--- src/rtl/reg_xfer_pkg.sv ---
// Shared constants for the register-transfer sequencer: opcodes, FSM states, default sizes.
package reg_xfer_pkg;

  localparam int unsigned DEF_NREGS = 16;
  localparam int unsigned DEF_SEL_W = 4;
  localparam int unsigned DEF_OP_W  = 2;

  localparam logic [1:0] OP_MOV = 2'b00;
  localparam logic [1:0] OP_ADD = 2'b01;
  localparam logic [1:0] OP_SUB = 2'b10;
  localparam logic [1:0] OP_CLR = 2'b11;

  typedef enum logic [1:0] {
    S_IDLE = 2'd0,
    S_T1   = 2'd1,
    S_T2   = 2'd2,
    S_T3   = 2'd3
  } state_e;

endpackage

--- src/rtl/sel_decode.sv ---
// Register-select to one-hot enable decoder; all zeros when en is low.
module sel_decode #(
  parameter int unsigned SEL_W = 4,
  parameter int unsigned NREGS = 16
) (
  input  logic [SEL_W-1:0] sel,
  input  logic             en,
  output logic [NREGS-1:0] onehot
);

  always_comb begin
    onehot = '0;
    if (en) onehot[sel] = 1'b1;
  end

endmodule

--- src/rtl/reg_xfer_ctrl.sv ---
// T-state sequencer driving register bank load/drive enables and Y/Z/ALU controls.
module reg_xfer_ctrl
  import reg_xfer_pkg::*;
#(
  parameter int unsigned NREGS = DEF_NREGS,
  parameter int unsigned SEL_W = DEF_SEL_W,
  parameter int unsigned OP_W  = DEF_OP_W
) (
  input  logic             clk,
  input  logic             clr,
  input  logic             start,
  input  logic [OP_W-1:0]  op,
  input  logic [SEL_W-1:0] rd,
  input  logic [SEL_W-1:0] rs,
  input  logic [SEL_W-1:0] rt,
  output logic             ready,
  output logic [NREGS-1:0] rin,
  output logic [NREGS-1:0] rout,
  output logic             y_in,
  output logic             z_in,
  output logic             z_out,
  output logic             zero_out,
  output logic             alu_sub,
  output logic             done
);

  if (NREGS != (1 << SEL_W)) begin : g_cfg_check
    $error("reg_xfer_ctrl: NREGS must equal 2**SEL_W");
  end

  state_e           state_q;
  logic [OP_W-1:0]  op_q;
  logic [SEL_W-1:0] rd_q, rs_q, rt_q;

  logic             is_alu;
  logic             rin_en, rout_en;
  logic [SEL_W-1:0] rout_sel;

  assign is_alu = (op_q == OP_ADD) || (op_q == OP_SUB);

  always_ff @(posedge clk or posedge clr) begin
    if (clr) begin
      state_q <= S_IDLE;
      op_q    <= '0;
      rd_q    <= '0;
      rs_q    <= '0;
      rt_q    <= '0;
    end else begin
      unique case (state_q)
        S_IDLE: begin
          if (start) begin
            op_q    <= op;
            rd_q    <= rd;
            rs_q    <= rs;
            rt_q    <= rt;
            state_q <= S_T1;
          end
        end
        S_T1:    state_q <= is_alu ? S_T2 : S_IDLE;
        S_T2:    state_q <= S_T3;
        S_T3:    state_q <= S_IDLE;
        default: state_q <= S_IDLE;
      endcase
    end
  end

  // Moore decode; only ALU ops ever reach T2/T3.
  always_comb begin
    ready    = (state_q == S_IDLE);
    y_in     = (state_q == S_T1) && is_alu;
    z_in     = (state_q == S_T2);
    alu_sub  = (state_q == S_T2) && (op_q == OP_SUB);
    z_out    = (state_q == S_T3);
    zero_out = (state_q == S_T1) && (op_q == OP_CLR);
    done     = ((state_q == S_T1) && !is_alu) || (state_q == S_T3);
    rin_en   = done;
    rout_en  = ((state_q == S_T1) && (op_q != OP_CLR)) || (state_q == S_T2);
    rout_sel = (state_q == S_T2) ? rt_q : rs_q;
  end

  sel_decode #(
    .SEL_W (SEL_W),
    .NREGS (NREGS)
  ) u_rin_dec (
    .sel    (rd_q),
    .en     (rin_en),
    .onehot (rin)
  );

  sel_decode #(
    .SEL_W (SEL_W),
    .NREGS (NREGS)
  ) u_rout_dec (
    .sel    (rout_sel),
    .en     (rout_en),
    .onehot (rout)
  );

endmodule

--- config.mk ---
export PLATFORM = sky130hd
export DESIGN_NAME = reg_xfer_ctrl
export DESIGN_NICKNAME = d
export VERILOG_FILES = /design/src/rtl/reg_xfer_pkg.sv /design/src/rtl/sel_decode.sv /design/src/rtl/reg_xfer_ctrl.sv
export SDC_FILE = /design/constraint.sdc
export NUM_CORES = 1
export LEC_CHECK = 0
export CAP_MARGIN = 20
export CORE_MARGIN = 2
export CORE_UTILIZATION = 39
export CTS_CLUSTER_DIAMETER = 50
export DETAILED_ROUTE_END_ITERATION = 8
export MAX_ROUTING_LAYER = met4
export PLACE_DENSITY = 0.79
export SLEW_MARGIN = 5
export SYNTH_ARGS = -nofsm -noshare
export SYNTH_HDL_FRONTEND = slang
export SYNTH_SLANG_ARGS = --single-unit
--- constraint.sdc ---
create_clock -name clk -period 2.21 [get_ports clk]
set_input_delay 0.442 -clock clk [delete_from_list [all_inputs] [get_ports clk]]
set_output_delay 0.442 -clock clk [all_outputs]
set_load 0.03 [all_outputs]
==> flow_summary.yaml <==
worst_setup_path:
  crit_cells: 5
  crit_arrival_ps: 1870
  cp_max_fo: 4
  startpoint_type: "flip-flop"
  r2r_setup_slack_ps: 570
  slowest_delay_ps: 430
  worst-setup-path-type: "flip-flop to output pin"
  ff2ff_path_depth: 5
  end_kind: "output pin"
  regToRegEndpoint: "rs_q[1]$_DFFE_PP0P_"
  critPathRequiredTime_ps: 1770
  path_delay_family: "simple AND/OR/NAND/NOR gates"
  critPathBufInv: 1
  critPathSlowestCell: "dfrtp_1"
  r2r_start: "state_q[0]$_DFFE_PP0P_"
  endpoint: "rin[0]"
  startpoint: "op_q[1]$_DFFE_PP0P_"
  worstPathCellList: "ha_4, o21a_4, or3b_4, nor3_4, buf_6"
run_status:
  violations: "setup timing"
  outcome: "finished, violations left"
placement:
  gp_congestion: 0.813
  io_buffers: 55
  place_hpwl_mm: 2.28
  place_ws_ps: 130
  placed_area_sq_mm: 0.00159
  placed_cells: 196
logic_synthesis:
  syn_inst: 110
  netlist_area_sq_mm: 0.00109
  synth.most_common_cell: "nor2_1"
  synthArstFlopShare_pct: 100
  synth-seq-area-share_pct: 36.8
  yosysWarnings: 0
  netlist-cell-type-count: 31
  synth-main-ff-cell: "dfrtp_1"
  ys_top_cells_by_count: "25 x nor2_1, 16 x dfrtp_1, 11 x nor3_1"
  synth_top_cell_by_area: "dfrtp_1"
  ys_ff_latch: 16
  syn-num-nets: 129
  avgSynthCellArea_sq_um: 9.88
  yosysTopAreaCellShare_pct: 36.8
  synth-edff-count: 0
  synthTopCellsByArea: "dfrtp_1 37%, mux2_4 14%, nor2_1 8.6%"
sta:
  max_slew_margin_pct: 59.1
  rsz0062_at_grt: "true"
  setup_violations: 15
  fin_ws_ps: -102
  period_share_pct: 105
  setup_tns_ps: -609
  holdWs_ps: 525
  max_freq_ghz: 0.432
  min_period_ps: 2310
  tightest_slew_ps: 613
  finalMaxSlewViolations: 0
  hold_violations: 0
  fin_skew_ps: 3.33
worst_hold_path:
  hp-class: "input pin to asynchronous set/reset pin"
cts:
  cts_sinks: 16
  cts_buffer_depth: 2
  clockRootBuffer: "clkbuf_4"
  numCtsBuffers: 3
  postCtsHoldBufs: 0
  clock_latency_ps: 280
  cts_tree: "yes"
  cts_htree_levels: 1
  clk_pin_slew_ps: 90
routing:
  dr_total_vias: 1103
  drc: 0
  vias_per_cell: 5.23
  ant_nets: 0
  first_pass_iters: 4
  wl_per_cell_um: 16.0
  routed_wl_mm: 3.37
  first_iter_violations: 39
floorplanning:
  rows: 19
  dieHeight_um: 56.8
  die_area_sq_mm: 0.00323
  initial_core_util_pct: 40.1
  core_sq_mm: 0.00271
  dieWidth_um: 56.8
  ios: 56
cells_and_area:
  final_cells: 211
  nFillCells: 199
  seq_area_sq_um: 403
  drive_gt1_share_pct: 55.0
  multiInputGateArea_sq_um: 818
  n_antenna_cell: 0
  syn_to_final_growth_pct: 76.1
  fin_nets: 200
  design_area_sq_mm: 0.00191
global_route:
  grt.overflow.total: 0
  grt_max_degree: 17
  first_global_vias: 1156
  grt_pass1_wl_mm: 5.30
  antenna_found_initial: 0
  track_usage_pct: 21.2
power:
  p_per_area_mw_per_mm2: 1520
  vdd_drop_max_mv: 0.970
  leakage_nw: 0.863
job:
  max_cap_violations: 0
## layout make-up
class | count | area share [%]
Clock buffer | 4 | 1.90
Inverter | 6 | 1.18
Multi-Input combinational cell | 84 | 42.7
Sequential cell | 16 | 21.0
Tap cell | 31 | 2.03
Timing Repair Buffer | 70 | 31.1
## through the flow
stage / utilization [%] / total power, mW
after floorplan: - / 1.70
after global placement: 58.7 / 2.13
after detailed placement: 58.7 / 2.19
after CTS: 64.5 / 2.58
after global routing: 70.6 / 3.09
final: 70.6 / 2.92
## kinds of logic after synthesis
logic type,synth area share (%)
AO/OA/AOI/OAI,5.75
adder cells (fa/ha/maj),2.30
buffers and inverters,5.29
flip-flops,36.8
multiplexers,18.0
AND/OR/NAND/NOR,31.9
## worst min path at each step
stage,slack (ps),startpoint,cells after the start,to
floorplan,360,clr,1,asynchronous set/reset pin
global placement,510,rt_q[0]$_DFFE_PP0P_,1,rt_q[0]$_DFFE_PP0P_
detailed placement,520,rt_q[0]$_DFFE_PP0P_,1,rt_q[0]$_DFFE_PP0P_
CTS,540,clr,2,op_q[0]$_DFFE_PP0P_
global route,560,clr,2,op_q[0]$_DFFE_PP0P_
finish,530,clr,2,rd_q[1]$_DFFE_PP0P_
## metal layers
metal	global-route usage, %	vias to the layer above	wire, um
li1	-	525	-
met1	22.8	515	1230
met2	38.2	55	1830
met3	4.15	8	222
met4	7.97	0	82
met5	-	-	0
## layout by cell type, fill, tap and decap left out, types with 3 or more instances in the layout
master | Yosys | layout
clkbuf_4 | 0 | 3
clkdlybuf4s50_1 | 0 | 18
dfrtp_1 | 16 | 14
nor2_2 | 1 | 3
inv_1 | 5 | 4
dlygate4sd2_1 | 0 | 4
nand3b_1 | 3 | 3
buf_4 | 1 | 43
mux2_4 | 10 | 10
buf_6 | 2 | 4
nand2b_1 | 3 | 3
mux2_2 | 4 | 4
and2_1 | 3 | 3
nor3_2 | 1 | 9
nor2_1 | 25 | 21
a31oi_2 | 0 | 3
## power by group
part           internal [mW]  switching (mW)  leakage, nW
Combinational          0.950            1.10        0.655
Sequential             0.448           0.232        0.187
Clock                  0.100          0.0900       0.0210
## timing repair
action	4_1_cts	5_1_grt
buffers inserted	7	4
pin swaps	5	15
endpoints found under the setup margin	22	32
gates resized for setup	21	24
## sequential cells by signal (all words and copies together), names as in the netlist, named ones only
name and cells:
op_q 2, rd_q 4, rs_q 4, rt_q 4, state_q 1
No activity file was read; power rests on OpenSTA's default activity.
